$ cat config.mk
export PLATFORM = sky130hd
export DESIGN_NAME = seg_scan_driver
export DESIGN_NICKNAME = d
export VERILOG_FILES = /design/src/rtl/seg_pkg.sv /design/src/rtl/seg_scan_driver_bcd_to_seg.sv /design/src/rtl/seg_scan_driver.sv
export SDC_FILE = /design/constraint.sdc
export NUM_CORES = 1
export LEC_CHECK = 0
export CAP_MARGIN = 20
export CORE_ASPECT_RATIO = 0.75
export CORE_UTILIZATION = 61
export DETAILED_ROUTE_END_ITERATION = 10
export DONT_BUFFER_PORTS = 1
export GPL_ROUTABILITY_DRIVEN = 0
export PLACE_DENSITY = 0.85
export SYNTH_ARGS = -nofsm -noshare
export SYNTH_HDL_FRONTEND = slang
export SYNTH_HIERARCHICAL = 1
export SYNTH_SLANG_ARGS = --single-unit
$ cat constraint.sdc
create_clock -name clk -period 3.2 [get_ports clk]
set_clock_uncertainty 0.05 [all_clocks]
set_input_delay 0.96 -clock clk [delete_from_list [all_inputs] [get_ports clk]]
set_output_delay 0.96 -clock clk [all_outputs]
set_load 0.1 [all_outputs]
$ cat src/rtl/seg_pkg.sv
// Shared definitions for the multiplexed seven-segment scan driver.
// Segment bit order is {g,f,e,d,c,b,a}; patterns are active-high.
package seg_pkg;

    localparam int unsigned SEG_A = 0;
    localparam int unsigned SEG_B = 1;
    localparam int unsigned SEG_C = 2;
    localparam int unsigned SEG_D = 3;
    localparam int unsigned SEG_E = 4;
    localparam int unsigned SEG_F = 5;
    localparam int unsigned SEG_G = 6;

    localparam logic [6:0] SEG_0     = 7'h3F;
    localparam logic [6:0] SEG_1     = 7'h06;
    localparam logic [6:0] SEG_2     = 7'h5B;
    localparam logic [6:0] SEG_3     = 7'h4F;
    localparam logic [6:0] SEG_4     = 7'h66;
    localparam logic [6:0] SEG_5     = 7'h6D;
    localparam logic [6:0] SEG_6     = 7'h7D;
    localparam logic [6:0] SEG_7     = 7'h07;
    localparam logic [6:0] SEG_8     = 7'h7F;
    localparam logic [6:0] SEG_9     = 7'h6F;
    localparam logic [6:0] SEG_DASH  = 7'h40;
    localparam logic [6:0] SEG_BLANK = 7'h00;

    typedef enum logic [1:0] {
        DIG_U = 2'd0,
        DIG_D = 2'd1,
        DIG_C = 2'd2
    } dig_e;

    function automatic dig_e next_dig(input dig_e cur);
        case (cur)
            DIG_U:   return DIG_D;
            DIG_D:   return DIG_C;
            default: return DIG_U;
        endcase
    endfunction

endpackage

$ cat src/rtl/seg_scan_driver_bcd_to_seg.sv
// Combinational BCD to seven-segment decoder; non-BCD codes show a dash.
module bcd_to_seg
    import seg_pkg::*;
(
    input  logic [3:0] bcd_i,
    input  logic       blank_i,
    output logic [6:0] seg_o
);

    always_comb begin
        seg_o = SEG_DASH;
        if (blank_i) begin
            seg_o = SEG_BLANK;
        end else begin
            case (bcd_i)
                4'd0:    seg_o = SEG_0;
                4'd1:    seg_o = SEG_1;
                4'd2:    seg_o = SEG_2;
                4'd3:    seg_o = SEG_3;
                4'd4:    seg_o = SEG_4;
                4'd5:    seg_o = SEG_5;
                4'd6:    seg_o = SEG_6;
                4'd7:    seg_o = SEG_7;
                4'd8:    seg_o = SEG_8;
                4'd9:    seg_o = SEG_9;
                default: seg_o = SEG_DASH;
            endcase
        end
    end

endmodule

$ cat src/rtl/seg_scan_driver.sv
// Three-digit multiplexed seven-segment driver with frame-synchronous
// double buffering and leading-zero blanking.
module seg_scan_driver
    import seg_pkg::*;
#(
    parameter int unsigned REFRESH_DIV = 50000,
    parameter bit          ACTIVE_LOW  = 1'b1,
    parameter bit          LZ_BLANK    = 1'b1
) (
    input  logic       clk,
    input  logic       rst_n,
    input  logic [3:0] u,
    input  logic [3:0] d,
    input  logic [3:0] c,
    input  logic       load,
    output logic [6:0] seg,
    output logic [2:0] an,
    output logic       frame_done
);

    localparam int unsigned   CW      = $clog2(REFRESH_DIV);
    localparam logic [CW-1:0] CNT_MAX = CW'(REFRESH_DIV - 1);
    localparam logic [6:0]    SEG_OFF = ACTIVE_LOW ? '1 : '0;
    localparam logic [2:0]    AN_OFF  = ACTIVE_LOW ? '1 : '0;

    logic [CW-1:0] cnt_q, cnt_d;
    dig_e          idx_q, idx_d;
    logic [11:0]   shadow_q, shadow_d;
    logic [11:0]   active_q, active_d;
    logic          pending_q, pending_d;
    logic [6:0]    seg_q, seg_d;
    logic [2:0]    an_q, an_d;
    logic          frame_done_q, frame_done_d;

    logic       tick, boundary;
    logic [3:0] cur_bcd;
    logic       cur_blank;
    logic [6:0] pattern;
    logic [2:0] an_hot;

    assign tick     = (cnt_q == CNT_MAX);
    assign boundary = tick && (idx_q == DIG_C);

    bcd_to_seg u_dec (
        .bcd_i  (cur_bcd),
        .blank_i(cur_blank),
        .seg_o  (pattern)
    );

    always_ff @(posedge clk or negedge rst_n) begin
        if (!rst_n) begin
            cnt_q        <= '0;
            idx_q        <= DIG_U;
            shadow_q     <= '0;
            active_q     <= '0;
            pending_q    <= 1'b0;
            seg_q        <= SEG_OFF;
            an_q         <= AN_OFF;
            frame_done_q <= 1'b0;
        end else begin
            cnt_q        <= cnt_d;
            idx_q        <= idx_d;
            shadow_q     <= shadow_d;
            active_q     <= active_d;
            pending_q    <= pending_d;
            seg_q        <= seg_d;
            an_q         <= an_d;
            frame_done_q <= frame_done_d;
        end
    end

    always_comb begin
        cnt_d        = tick ? '0 : cnt_q + CW'(1);
        idx_d        = tick ? next_dig(idx_q) : idx_q;
        frame_done_d = boundary;
        shadow_d     = shadow_q;
        active_d     = active_q;
        pending_d    = pending_q;

        if (load) begin
            shadow_d  = {c, d, u};
            pending_d = 1'b1;
        end
        // A load landing on the boundary edge bypasses the shadow straight into active.
        if (boundary) begin
            if (load) begin
                active_d  = {c, d, u};
                pending_d = 1'b0;
            end else if (pending_q) begin
                active_d  = shadow_q;
                pending_d = 1'b0;
            end
        end
    end

    always_comb begin
        cur_bcd   = active_q[3:0];
        cur_blank = 1'b0;
        case (idx_q)
            DIG_D: begin
                cur_bcd   = active_q[7:4];
                cur_blank = LZ_BLANK && (active_q[11:8] == 4'd0) && (active_q[7:4] == 4'd0);
            end
            DIG_C: begin
                cur_bcd   = active_q[11:8];
                cur_blank = LZ_BLANK && (active_q[11:8] == 4'd0);
            end
            default: begin
                cur_bcd   = active_q[3:0];
                cur_blank = 1'b0;
            end
        endcase

        an_hot = 3'b001 << idx_q;
        seg_d  = ACTIVE_LOW ? ~pattern : pattern;
        an_d   = ACTIVE_LOW ? ~an_hot : an_hot;
    end

    assign seg        = seg_q;
    assign an         = an_q;
    assign frame_done = frame_done_q;

endmodule
## Word level (Yosys, flattened, before mapping)

Memories as Yosys holds them, arrays and structs flattened.
Cells that the tools add are included.
Widths: inputs -> output; s select.

- Flip-flop bits (word level): 54
- RAM bits: 0
- Input port bits: 15
- Latch bits: 0
- Memories kept: 1
- Memory bits (read-only): 112

- Bitwise logic cells: 2
- Reductions and logical operators: 7
- Magnitude comparators: 0
- Mux-type cells: 11
- Shift operators: 1
- Equal/unequal tests: 3
- $mul: 0
- Add/sub/neg operators: 1
- Divide/modulo/power cells: 0

Memory list:

| memory | words | bits a word | rd ports | clocked after Yosys merged registers in | wr ports | line | RTL |
|---|---|---|---|---|---|---|---|
| (no name shown) | 16 | 7 | 1 | 0 | 0 | seg_scan_driver_bcd_to_seg.sv:15 | `case (bcd_i)` |

Operators by type and width:

| kind | number |
|---|---|
| $mux 12 | 2 |
| $add 16x1->16 const B | 1 |
| $eq 16x16->1 const B | 1 |
| $mux 16 | 1 |
| $logic_not 4->1 | 2 |
| $pmux 4 s2 | 1 |
| $mux 7 | 1 |
| $not 7->7 | 1 |
| $mux 1 | 4 |
| $pmux 2 s2 | 1 |
| $not 3->3 | 1 |
| $shl 1x2->3 const A | 1 |
| $eq 2x1->1 const B | 1 |
| $eq 2x2->1 const B | 1 |
| $logic_and 1x1->1 | 2 |
| $logic_not 2->1 | 1 |
| $pmux 1 s2 | 1 |
| $reduce_and 2->1 | 1 |
| $reduce_bool 2->1 | 1 |

## Logic depth before layout (Yosys ltp)

- Depth after elaboration: 5
- Gate-level depth with buffers: 11

## Hierarchy

Netlist, hierarchy kept.

Modules (own cells, without submodules):

| module | times used | area each (um2) | seq. area each (um2) | cells an instance |
|---|---|---|---|---|
| seg_scan_driver | 1 | 2,240.9 | 1,363.8 | 176 |
| bcd_to_seg | 1 | 210.2 | 0.0 | 34 |

## Worst setup path after synthesis

No wires, ideal clock.

- Path kind: register -> register
- From: register idx_q[0]
- To: register seg_q[0], in the netlist seg[0]
- Setup slack: 947 ps
- Stages on the path, launching flop included: 11
- Data arrival time: 2,122 ps
- Library setup time: 81 ps
- Cell sequence: dfrtp_1 -> inv_1 -> ha_1 -> clkbuf_1 -> nor2_1 -> a21oi_1 -> inv_1 -> ha_1 -> or4_1 -> o31ai_1 -> inv_1

- Word-level cells in the longest chain between the ends: 5

RTL lines:

| element | line | RTL |
|---|---|---|
| from (decl) | seg_scan_driver.sv:27 | `dig_e idx_q, idx_d;` |
| from (signal assigned) | seg_scan_driver.sv:62 | `idx_q <= idx_d;` |
| $eq 2x2->1 or $eq 2x1->1 (tied branches) | seg_scan_driver.sv:99 | `case (idx_q)` |
| $pmux 4 s2 (*) | seg_scan_driver.sv:99 |  |
| net cur_bcd[1] | seg_scan_driver.sv:36 | `logic [3:0] cur_bcd;` |
| $mem_v2 16x7 (*) | - |  |
| $mux 7 (*) | seg_scan_driver_bcd_to_seg.sv:12 | `if (blank_i) begin` |
| net pattern[0] | seg_scan_driver.sv:38 | `logic [6:0] pattern;` |
| $not 7->7 (*) | seg_scan_driver.sv:115 | `seg_d = ACTIVE_LOW ? ~pattern : pattern;` |
| net seg_d[0] | seg_scan_driver.sv:31 | `logic [6:0] seg_q, seg_d;` |
| to (signal assigned) | seg_scan_driver.sv:66 | `seg_q <= seg_d;` |
| to (decl) | seg_scan_driver.sv:31 |  |

Mark *: on every way through the listed nets, which the timed path passes. The rest lies on a longest branch.
A chain may end at the register's enable or synchronous reset.

## Final worst setup path

Ends and elaborated chain as after synthesis.

==> results_dict.tcl <==
set metrics [dict create \
    postSynth.asyncResetShare 1.00 \
    clkLatencyLatePin_ns 0.30 \
    wl_per_cell_um 15.2 \
    die_h_um 56.9 \
    ant_nets 0 \
    cts_setup_buffers 0 \
    drc 0 \
    synth-warning-count 6 \
    drive_above_1_share 0.164 \
    grtUsageTotal 0.219 \
    die_w_um 75.2 \
    cts_num_sinks 54 \
    cts.repair.resized 0 \
    grt_first_pass_wirelength_um 6810 \
    ys_top_cells_by_area "dfrtp_1 45%, dfstp_2 11%, mux2_2 6.0%" \
    synth_cells 210 \
    peakVddDrop_uv 340 \
    dr.first_iter.drc_count 102 \
    routed_wl_um 4050 \
    min_path_type "input port to asynchronous set/reset pin" \
    start_kind "register" \
    synth_ff_type "dfrtp_1" \
    max_slew_margin 0.425 \
    clk_pin_slew_ns 0.09 \
    required_ns 3.39 \
    worstSetupEndpointType "register" \
    via_count 1496 \
    grt_max_degree 55 \
    period_share 0.771 \
    arrival_ns 2.65 \
    synth_edf_count 0 \
    nets 238 \
    synth_top_area_cell "dfrtp_1" \
    criticalPathCategory "register to register" \
    nFillCells 301 \
    hold_viol_final 0 \
    syn_to_final_growth_pct 5.56 \
    ctsRootBufferMaster "clkbuf_8" \
    slew_violations 0 \
    numCtsBuffers 5 \
    initial_core_util 0.653 \
    ys_seq_area_frac 0.556 \
    grt_pass1_vias 1412 \
    antenna_found_initial 0 \
    place_ws_ns 0.784 \
    regArea_sq_mm 0.00136 \
    ys_seq_elements 54 \
    drtPass1Iterations 4 \
    vias_per_cell 5.60 \
    rsz0062_at_grt "false" \
    fmax_mhz 405 \
    clockBufferDepth 2 \
    grt.overflow.total 0 \
    finalPower_mw 1.09 \
    worstPathMaxFanout 9 \
    fin_hold_ws_ns 0.291 \
    min_period_ns 2.47 \
    synth_nets 235 \
    h-tree-depth 2 \
    die-area_sq_mm 0.00428 \
    core-area_sq_mm 0.00376 \
    p_leak_nw 1.18 \
    cap_violations 0 \
    tightest_slew_ns 0.864 \
    io_buffer_count 0 \
    power.density_mw_per_mm2 420 \
    dp_hpwl_um 2870 \
    ios 26 \
    cts_tree "done" \
    synth_cell_types 37 \
    setup_ws_ns 0.733 \
    rows 19 \
    hold_buffers 0 \
    synth.top_cell.area_share 0.449 \
    setup_viol_count_final 0 \
    syn_area_per_cell_sq_um 11.7 \
    multi_input_area_sq_um 992 \
    syn-cell-area_sq_mm 0.00245 \
    status "complete, no violations" \
    setup_tns_ns 0 \
]
-- state kept, by name (all words and copies together) (netlist names) --
name,count
an,3
shadow_q,12
seg,7
frame_done,1
cnt_q,16
pending_q,1
idx_q,2
active_q,12
-- placed cells by master (no fill, tap or decap), types with 4 or more instances in the layout --
master / Yosys / final
a22oi_1: 5 / 5
nor2_1: 24 / 24
dfrtp_1: 44 / 44
nand3_1: 12 / 12
mux2_1: 11 / 11
nand2_1: 8 / 8
mux2_2: 13 / 13
clkbuf_8: 0 / 5
xor2_1: 6 / 6
ha_1: 10 / 10
o21ai_0: 4 / 4
inv_1: 16 / 16
a21oi_1: 9 / 9
xnor2_1: 6 / 6
dfstp_2: 10 / 10
-- where the power goes --
part | internal (mW) | total [mW] | switching (mW)
Clock | 0.150 | 0.363 | 0.213
Sequential | 0.697 | 0.701 | 0.00356
Combinational | 0.0142 | 0.0225 | 0.00837
-- cells in the mapped netlist, types with 3 or more instances --
library cell,number
a21oi_1,9
a22oi_1,5
clkbuf_1,3
dfrtp_1,44
dfstp_2,10
ha_1,10
inv_1,16
mux2_1,11
mux2_2,13
nand2_1,8
nand3_1,12
nor2_1,24
o21ai_0,4
xnor2_1,6
xor2_1,6
-- cell families (layout without fill, tap and decap cells) --
family,after synthesis,in the layout,synth area share
AOI/OAI and AO/OA,23,23,0.0577
adders and majority gates,10,10,0.0510
xor gates and xnor gates,12,12,0.0429
DFF,54,54,0.556
other,0,1,0
and+or+nand+nor,63,63,0.139
muxes,25,25,0.114
buffers and inverters,23,27,0.0388
-- final timing paths --
path	from	endpoint	slack (ns)	depth (start not counted)
setup / recovery	idx_q[0]$_DFFE_PN0N_	seg[0]$_DFF_PN1_	0.73	9
hold / removal	rst_n	cnt_q[8]$_DFF_PN0_	0.29	0
setup reg to reg	idx_q[0]$_DFFE_PN0N_	seg[0]$_DFF_PN1_	0.73	9
hold reg to reg	cnt_q[15]$_DFF_PN0_	cnt_q[15]$_DFF_PN0_	0.44	1
max in group asynchronous	rst_n	seg[4]$_DFF_PN1_	2.62	0
min in group clk	cnt_q[15]$_DFF_PN0_	cnt_q[15]$_DFF_PN0_	0.44	1
-- per-layer routing --
layer / vias up / part of all wire / track usage
met3: 10 / 0.055 / 0.0628
met2: 48 / 0.43 / 0.272
met1: 720 / 0.50 / 0.343
met4: 0 / 0.020 / 0.111
li1: 718 / - / -
met5: - / 0 / 0
-- worst max-delay path, stage by stage, from the launching register on --
cell and delay, ns:
dfrtp_1 0.36, inv_1 0.09, ha_1 0.45, nor2_1 0.08, a21oi_1 0.39, inv_1 0.16
ha_1 0.22, or4_1 0.46, o31ai_1 0.08, inv_1 0.06
-- cell type report --
| class | instances | area share |
|---|---|---|
| diodes | 1 | 0.000967 |
| clock buffers | 5 | 0.0266 |
| clock inverters | 3 | 0.00629 |
| inverters | 17 | 0.0247 |
| multi-input cells | 133 | 0.383 |
| flip-flops and latches | 54 | 0.527 |
| well taps | 52 | 0.0251 |
| repair buffers | 2 | 0.00580 |
-- metrics by stage --
stage                     cell area, sq um   util  instances
after detailed placement              2500  0.666        258
after CTS                             2580  0.688        266
after global placement                2500  0.666        258
after floorplan                       2450      -        210
after global routing                  2580  0.688        266
final                                 2590  0.689        267
No activity file was read; power rests on OpenSTA's default activity.
